<file path="config.mk">
export PLATFORM = sky130hd
export DESIGN_NAME = ula_timing_flat
export DESIGN_NICKNAME = d
export VERILOG_FILES = /design/src/rtl/ula_timing_if.sv /design/src/rtl/ula_timing.sv /design/src/flat_wrapper.sv
export SDC_FILE = /design/constraint.sdc
export NUM_CORES = 1
export LEC_CHECK = 0
export ABC_AREA = 1
export BUFFER_PORTS_ARGS = -buffer_cell sky130_fd_sc_hd__buf_2
export CAP_MARGIN = 10
export CORE_MARGIN = 2
export CORE_UTILIZATION = 55
export DETAILED_ROUTE_END_ITERATION = 10
export PLACE_DENSITY_LB_ADDON = 0.1
export SLEW_MARGIN = 40
export SYNTH_ARGS = -nofsm -noshare
export SYNTH_HDL_FRONTEND = slang
export SYNTH_SLANG_ARGS = --single-unit
</file>
<file path="constraint.sdc">
create_clock -name clock -period 2.3 [get_ports clock]
set_input_delay 0.345 -clock clock [delete_from_list [all_inputs] [get_ports clock]]
set_output_delay 0.345 -clock clock [all_outputs]
set_load 0.005 [all_outputs]
</file>
<file path="src/rtl/ula_timing_if.sv">
// CPU-side bus and timing outputs of the 48K ULA timing source.
// The master modport is the timing source; the slave modport is the CPU/bus side.
interface ula_timing_if;
    logic [15:0] a;
    logic        mreq;
    logic        iorq;
    logic        rfsh;
    logic        cep;
    logic        cen;
    logic        mi;
    logic [8:0]  hcount;
    logic [8:0]  vcount;

    modport master (
        input  a, mreq, iorq, rfsh,
        output cep, cen, mi, hcount, vcount
    );

    modport slave (
        output a, mreq, iorq, rfsh,
        input  cep, cen, mi, hcount, vcount
    );
endinterface

</file>
<file path="src/rtl/ula_timing.sv">
// ula_timing: 48K frame timing source. Generates CPU clock enables (cep/cen),
// the frame interrupt (mi) and stretches the CPU clock under ULA contention.
// hcount counts half-T-states; vcount counts lines.
module ula_timing #(
    parameter int DIV        = 8,
    parameter int HTOTAL     = 448,
    parameter int VTOTAL     = 312,
    parameter int INT_LINE   = 248,
    parameter int INT_LEN    = 64,
    parameter int CONT_FIRST = 64,
    parameter int CONT_LAST  = 255,
    parameter int CONT_H     = 256
) (
    input  logic         clock,
    input  logic         reset,
    ula_timing_if.master bus
);
    localparam int PW = $clog2(DIV);
    localparam logic [PW-1:0] PH_ZERO = {PW{1'b0}};
    localparam logic [PW-1:0] PH_HALF = PW'(DIV / 2);
    localparam logic [PW-1:0] PH_LAST = PW'(DIV - 1);
    localparam logic [PW-1:0] PH_ONE  = PW'(1);
    localparam logic [8:0]    H_LAST  = 9'(HTOTAL - 1);
    localparam logic [8:0]    V_LAST  = 9'(VTOTAL - 1);
    localparam logic [8:0]    I_LINE  = 9'(INT_LINE);
    localparam logic [8:0]    I_LEN   = 9'(INT_LEN);
    localparam logic [8:0]    C_FIRST = 9'(CONT_FIRST);
    localparam logic [8:0]    C_LAST  = 9'(CONT_LAST);
    localparam logic [8:0]    C_H     = 9'(CONT_H);

    // Contended bus cycle: memory access to bank 0x4000-0x7FFF, or an even-port IO access.
    function automatic logic contended_access(
        input logic [1:0] bank,
        input logic       a0,
        input logic       mreq_n,
        input logic       iorq_n,
        input logic       rfsh_n
    );
        logic mem_hit;
        logic io_hit;
        mem_hit = (bank == 2'b01) && ((mreq_n == 1'b0) || (rfsh_n == 1'b1));
        io_hit  = (iorq_n == 1'b0) && (a0 == 1'b0);
        return mem_hit || io_hit;
    endfunction

    logic [PW-1:0] phase_r;
    logic [8:0]    hcount_r;
    logic [8:0]    vcount_r;
    logic          stall_r;
    logic          cep_r;
    logic          cen_r;
    logic          mi_r;

    logic          h_tick_s;
    logic          h_wrap_s;
    logic [8:0]    hcount_next_s;
    logic [8:0]    vcount_next_s;
    logic          in_window_s;
    logic          stall_next_s;
    logic          mi_next_s;

    // Next-value logic for counters, contention window and interrupt.
    always_comb begin
        h_tick_s      = (phase_r == PH_ZERO) || (phase_r == PH_HALF);
        h_wrap_s      = (hcount_r == H_LAST);
        hcount_next_s = 9'd0;
        vcount_next_s = vcount_r;
        if (h_wrap_s) begin
            hcount_next_s = 9'd0;
            if (vcount_r == V_LAST) begin
                vcount_next_s = 9'd0;
            end else begin
                vcount_next_s = vcount_r + 9'd1;
            end
        end else begin
            hcount_next_s = hcount_r + 9'd1;
            vcount_next_s = vcount_r;
        end
        // The low three bits of the T-state index walk the 6,5,4,3,2,1,0,0 delay pattern;
        // only the first six positions of each 8-T-state group are stretched.
        in_window_s  = (vcount_r >= C_FIRST) && (vcount_r <= C_LAST) &&
                       (hcount_r < C_H) && (hcount_r[3:1] < 3'd6);
        stall_next_s = in_window_s &&
                       contended_access(bus.a[15:14], bus.a[0], bus.mreq, bus.iorq, bus.rfsh);
        mi_next_s    = !((vcount_r == I_LINE) && (hcount_r < I_LEN));
    end

    // Free-running phase counter; never stalled so the frame timing stays exact.
    always_ff @(posedge clock or negedge reset) begin
        if (!reset) begin
            phase_r <= PH_ZERO;
        end else if (phase_r == PH_LAST) begin
            phase_r <= PH_ZERO;
        end else begin
            phase_r <= phase_r + PH_ONE;
        end
    end

    // Frame counters: hcount steps twice per T-state, vcount steps on hcount wrap.
    always_ff @(posedge clock or negedge reset) begin
        if (!reset) begin
            hcount_r <= 9'd0;
            vcount_r <= 9'd0;
        end else if (h_tick_s) begin
            hcount_r <= hcount_next_s;
            vcount_r <= vcount_next_s;
        end else begin
            hcount_r <= hcount_r;
            vcount_r <= vcount_r;
        end
    end

    // Stall decision taken on the last phase and held for the whole next T-state,
    // so cep and cen of that T-state are always suppressed together.
    always_ff @(posedge clock or negedge reset) begin
        if (!reset) begin
            stall_r <= 1'b0;
        end else if (phase_r == PH_LAST) begin
            stall_r <= stall_next_s;
        end else begin
            stall_r <= stall_r;
        end
    end

    // Registered clock-enable pulses and frame interrupt.
    always_ff @(posedge clock or negedge reset) begin
        if (!reset) begin
            cep_r <= 1'b0;
            cen_r <= 1'b0;
            mi_r  <= 1'b1;
        end else begin
            cep_r <= (phase_r == PH_ZERO) && !stall_r;
            cen_r <= (phase_r == PH_HALF) && !stall_r;
            mi_r  <= mi_next_s;
        end
    end

    assign bus.cep    = cep_r;
    assign bus.cen    = cen_r;
    assign bus.mi     = mi_r;
    assign bus.hcount = hcount_r;
    assign bus.vcount = vcount_r;
endmodule
</file>
<file path="src/flat_wrapper.sv">
// flat-port wrapper written by rule: the top's interface ports become plain ports
module ula_timing_flat 
#(
    parameter int DIV        = 8,
    parameter int HTOTAL     = 448,
    parameter int VTOTAL     = 312,
    parameter int INT_LINE   = 248,
    parameter int INT_LEN    = 64,
    parameter int CONT_FIRST = 64,
    parameter int CONT_LAST  = 255,
    parameter int CONT_H     = 256
)
  (clock, reset, bus_a, bus_mreq, bus_iorq, bus_rfsh, bus_cep, bus_cen, bus_mi, bus_hcount, bus_vcount);
  ula_timing_if bus_i ();
  input  logic clock;
  input  logic reset;
  input wire logic [$bits(bus_i.a)-1:0] bus_a;
  input wire logic [$bits(bus_i.mreq)-1:0] bus_mreq;
  input wire logic [$bits(bus_i.iorq)-1:0] bus_iorq;
  input wire logic [$bits(bus_i.rfsh)-1:0] bus_rfsh;
  output wire logic [$bits(bus_i.cep)-1:0] bus_cep;
  output wire logic [$bits(bus_i.cen)-1:0] bus_cen;
  output wire logic [$bits(bus_i.mi)-1:0] bus_mi;
  output wire logic [$bits(bus_i.hcount)-1:0] bus_hcount;
  output wire logic [$bits(bus_i.vcount)-1:0] bus_vcount;
  assign bus_i.a = bus_a;
  assign bus_i.mreq = bus_mreq;
  assign bus_i.iorq = bus_iorq;
  assign bus_i.rfsh = bus_rfsh;
  assign bus_cep = bus_i.cep;
  assign bus_cen = bus_i.cen;
  assign bus_mi = bus_i.mi;
  assign bus_hcount = bus_i.hcount;
  assign bus_vcount = bus_i.vcount;
  ula_timing #(.DIV(DIV), .HTOTAL(HTOTAL), .VTOTAL(VTOTAL), .INT_LINE(INT_LINE), .INT_LEN(INT_LEN), .CONT_FIRST(CONT_FIRST), .CONT_LAST(CONT_LAST), .CONT_H(CONT_H)) u_core (.clock(clock), .reset(reset), .bus(bus_i));
endmodule
</file>
## After elaboration in Yosys (flattened, before gate mapping)

Cells that the tools add are included.

- Register bits after elaboration: 25
- Bits of input ports: 21
- Output and inout bits: 21

- Add/subtract/negate cells: 3
- Magnitude comparators: 5
- Equal/unequal tests: 6
- Mux-type cells: 3
- Bitwise operators: 3
- Reductions and logical operators: 16

Operators with widths:

| operator | count |
|---|---|
| adder 9 x 1 -> 9 bit, second input constant | 2 |
| equality test 9 bit, second input constant | 2 |
| two-way mux 9 bit | 2 |
| equality test 9 x 8 -> 1 bit, second input constant | 1 |
| greater-or-equal comparator 9 x 7 -> 1 bit, second input constant | 1 |
| <= comparator 9 x 8 -> 1 bit, second input constant | 1 |
| logical AND 1 bit | 9 |
| < comparator 9 x 7 -> 1 bit, second input constant | 1 |
| < comparator 9 bit, second input constant | 1 |
| equality test 3 bit, second input constant | 2 |
| adder 3 x 1 -> 3 bit, second input constant | 1 |
| zero test 3 bit | 1 |
| logical OR 1 bit | 3 |
| < comparator 3 bit, second input constant | 1 |
| two-way mux 3 bit | 1 |
| NOT 1 bit | 3 |
| equality test 2 x 1 -> 1 bit, second input constant | 1 |
| zero test 1 bit | 2 |
| AND reduction 2 bit | 1 |

## Logic depth before layout (Yosys ltp)

- Depth in word-level cells: 5
- Mapped depth: 9
- Mapped depth without buffers: 9

## Least setup slack after synthesis

No wires, ideal clock.

- Path type: flip-flop to flip-flop
- From: register u_core.phase_r[0]
- To: register u_core.hcount_r[7], in the netlist u_core.bus.hcount[7]
- Library setup time: 0.120 ns
- Data arrival time: 1.239 ns
- Path slack: 0.941 ns
- Stages on the path, launching flop included: 9
- Buffers on the path: 1
- Clock period less this slack: 1.359 ns
- Cell sequence: dfrtp_1 -> inv_1 -> ha_1 -> nand2_2 -> nor2_4 -> nand2_1 -> buf_6 -> o21ai_0 -> nor2_1

- Cells in the longest elaborated chain, start to end: 2
- Elaborated cells between the ends (all ways): 3
- Those cells by class: 1 x eq/ne; 2 x reduce/logical

RTL lines:

| what | line | text |
|---|---|---|
| start: declaration | ula_timing.sv:46 | `logic [PW-1:0] phase_r;` |
| start signal: assignment | ula_timing.sv:95 | `phase_r <= phase_r + PH_ONE;` |
| equality test 3 bit / zero test 3 bit (equally long branches) | ula_timing.sv:64 | `h_tick_s = (phase_r == PH_ZERO) \|\| (phase_r == PH_HALF);` |
| logical OR 1 bit * | ula_timing.sv:64 |  |
| named net u_core.h_tick_s | ula_timing.sv:54 | `logic h_tick_s;` |
| end signal: assignment | ula_timing.sv:105 | `hcount_r <= hcount_next_s;` |
| end signal: assignment | ula_timing.sv:108 | `hcount_r <= hcount_r;` |
| end: declaration | ula_timing.sv:47 | `logic [8:0] hcount_r;` |

Mark *: on every way through the listed nets, which the timed path passes. The rest lies on a longest branch.
A chain may end at the register's enable or synchronous reset.

## Worst setup path in the final report

- From: register u_core.phase_r[0]
- To: register u_core.vcount_r[0], in the netlist u_core.bus.vcount[0]

- Cells in the longest elaborated chain, start to end: 3
- Elaborated cells between the ends (all ways): 4
- Those cells by class: 1 x eq/ne; 3 x reduce/logical

RTL lines:

| what | line | text |
|---|---|---|
| equality test 3 bit / zero test 3 bit (equally long branches) | ula_timing.sv:64 |  |
| logical OR 1 bit * | ula_timing.sv:64 |  |
| named net u_core.h_tick_s | ula_timing.sv:54 |  |
| AND reduction 2 bit (no source line) * | -- |  |
| end signal: assignment | ula_timing.sv:106 | `vcount_r <= vcount_next_s;` |
| end signal: assignment | ula_timing.sv:109 | `vcount_r <= vcount_r;` |
| end: declaration | ula_timing.sv:48 | `logic [8:0] vcount_r;` |

Marked as above.

==> results.yml <==
finish:
  fillerInstances: 232
  final_cells: 236
  diodes: 0
  area_growth_pct: 14.0
  drive_gt1_share_pct: 20.4
  nets: 236
drt:
  vias: 1191
  met3_length_um: 80
  viasPerCell: 5.05
  drc: 0
  drt-met1-wl_um: 1160
  drt_iter0_drc: 14
  dr.max_layer_used: "met4"
  dr.pass1.iters: 4
  ant_nets: 0
  wl_per_cell_um: 11.5
  wl_met2_um: 1430
  wl_um: 2720
synthesis:
  synth-compound-area-share_pct: 5.75
  synthSimpleGateAreaFrac_pct: 31.7
  yosysWarnings: 0
  synthXorXnorAreaFrac_pct: 3.09
  ys_ff_latch: 25
  synth.yosys.seq_area_share_pct: 44.3
  synthMuxAreaShare_pct: 0
  syn-cell-area_um2: 1420
  avgSynthCellArea_um2: 8.09
  ys_types: 24
  netlist_instances: 175
  syn_nets: 204
  synth_top_family_by_area: "simple AND/OR/NAND/NOR gates"
  synth.area.top_cells: "dfrtp_1 42%, nand2_1 12%, ha_1 7.1%"
  yosysTopAreaCell: "dfrtp_1"
  synth_top_area_share_pct: 42.4
  synth-adder-area-share_pct: 7.07
clocking:
  cts.sinks: 25
  cts.htree.levels: 1
  root_buffer: "clkbuf_4"
  cts_tree: "done"
  path_clk_slew_ns: 0.13
  clockBufferDepth: 2
  tritoncts.num_buffers: 3
  post-cts-setup-buffer-count: 0
  clk_latency_ns: 0.32
worst_setup_path:
  crit_required_ns: 2.52
  cpPeakStageDelay_ns: 0.42
  crit_chain: "inv_1 > ha_1 > nand2_2 > nor2_4 > nand2_1 > nor2_1 > a21oi_2"
  crit_buf_inv: 1
  crit_family: "simple AND/OR/NAND/NOR gates"
  startpoint_type: "flip-flop"
  worstPathMaxFanout: 11
  crit_arrival_ns: 1.92
  path_class: "flip-flop to flip-flop"
  cp-end-kind: "flip-flop"
  cpMaxStageDelayCell: "dfrtp_1"
grt:
  grt_pass1_wl_um: 4600
  grt_pass1_vias: 1059
  grt-ovfl-total: 0
  grt_max_degree: 26
  grtUsageTotal_pct: 21.7
  antenna_found_initial: 0
run_status:
  status: "completed"
floorplan:
  dieHeight_um: 54.7
  die_w_um: 54.7
  die_area_um2: 2990
  coreArea_um2: 2450
  row_count: 18
  io_pins: 42
  initial_core_util_pct: 57.6
sta:
  final.setup.tns_ns: 0
  slew_headroom_pct: 64.1
  hold_ws_ns: 0.444
  clock_skew_ns: 0.00602
  drv_slew: 0
  finalSetupViolations: 0
  hold_viol_final: 0
  timing.final.crit_share_pct: 74.1
  fmax_mhz: 587
  fin_crit_ns: 1.70
  worstMarginPinSlew_ns: 0.539
  grt_setup_unrepaired: "no"
pwr:
  total_power_uw: 655
  leakage_nw: 0.889
  cellPowerDensity_nw_per_um2: 406
  vdd_drop_max_v: 0.000316
min_path:
  hold_path_class: "input port to flip-flop"
placed_design:
  gp_congestion: 0.827
  dp_hpwl_um: 2090
  portBuffers: 28
  dp.cells: 231
flow_run:
  drv_cap: 0
==> cells by family (layout without fill, tap and decap cells) <==
group	after synthesis	after routing
buffers and inverters	28	59
adders and majority gates	8	8
xor gates and xnor gates	5	5
and+or+nand+nor	96	96
DFF	25	25
AOI/OAI and AO/OA	13	13
==> cells in the final DEF, fill, tap and decap left out, types with 2 or more instances in the layout <==
cell	n
buf_2	28
clkbuf_4	3
dfrtp_1	24
ha_1	8
inv_1	26
nand2_1	45
nand2_4	2
nand3_1	16
nand4_1	3
nor2_1	24
o21ai_0	7
o21ai_2	3
xnor2_1	2
xor2_1	3
==> metal layers <==
layer  vias up  global-route usage [%]
met1       561                    26.1
met2        19                    38.7
met5         -                       0
li1        606                       -
met3         5                    2.46
met4         0                    8.75
==> area by class of cell <==
| cell class | instances | area (um2) | share of cell area, % |
|---|---|---|---|
| multi-input combinational | 122 | 674 | 41.8 |
| inverter | 26 | 97.6 | 6.05 |
| tap | 30 | 37.5 | 2.33 |
| clock buffer | 4 | 26.3 | 1.63 |
| timing repair buffer | 29 | 150 | 9.31 |
| sequential | 25 | 627 | 38.9 |
==> tightest hold or removal path, delay by kind of cell <==
kind	cells	cell delay [ns]
buffers and inverters	1	0.08
AOI/OAI and AO/OA	1	0.12
and+or+nand+nor	4	0.18
==> what timing repair did <==
action                    CTS  global route
hold buffers                1             0
hold endpoints to repair   12             0
resized for setup           0             0
==> flip-flops by register name, indices dropped and copies added (netlist names) <==
signal,cells
u_core.bus.hcount,9
u_core.bus.cep,1
u_core.bus.vcount,9
u_core.bus.cen,1
u_core.bus.mi,1
u_core.phase_r,3
u_core.stall_r,1
==> synthesized netlist by cell type <==
cell and count:
nand3_4 1, dfstp_2 1, a21oi_1 1, o22ai_1 1, nor2_1 24, xor2_1 3, nor2_4 1, o21ai_2 3
nor2_8 1, nand2_1 45, inv_1 26, nand2_2 1, nand2_4 2, xnor2_1 2, nand4_1 3, buf_2 1
buf_6 1, o21ai_0 7, dfrtp_1 24, ha_1 8, nor3b_1 1, nor4_1 1, a21oi_2 1, nand3_1 16
==> per-stage QoR <==
| step | cell area, um2 | setup WS [ns] | util [%] |
|---|---|---|---|
| floorplan | 1420 | 0.941 | - |
| global placement | 1580 | 0.667 | 64.2 |
| detailed placement | 1580 | 0.609 | 64.2 |
| CTS | 1610 | 0.591 | 65.7 |
| global route | 1610 | 0.405 | 65.7 |
| finish | 1610 | 0.595 | 65.7 |
==> final timing paths <==
path | depth (start not counted) | slack (ns) | from | endpoint
setup / recovery | 7 | 0.60 | u_core.phase_r[0] | u_core.bus.vcount[0]
hold / removal | 6 | 0.44 | bus_iorq | u_core.stall_r
setup reg to reg | 7 | 0.60 | u_core.phase_r[0] | u_core.bus.vcount[0]
hold reg to reg | 1 | 0.47 | u_core.phase_r[0] | u_core.phase_r[0]
max in group asynchronous | 2 | 1.41 | reset | u_core.bus.mi
min in group asynchronous | 2 | 0.52 | reset | u_core.bus.vcount[2]
==> power by group <==
part | total [mW] | internal [mW] | switching, mW
registers | 0.440 | 0.440 | 0
clock network | 0.198 | 0.0680 | 0.130
logic | 0.0178 | 0.00651 | 0.0113
total | 0.655 | 0.514 | 0.141
(Power assumes the default switching activity.)
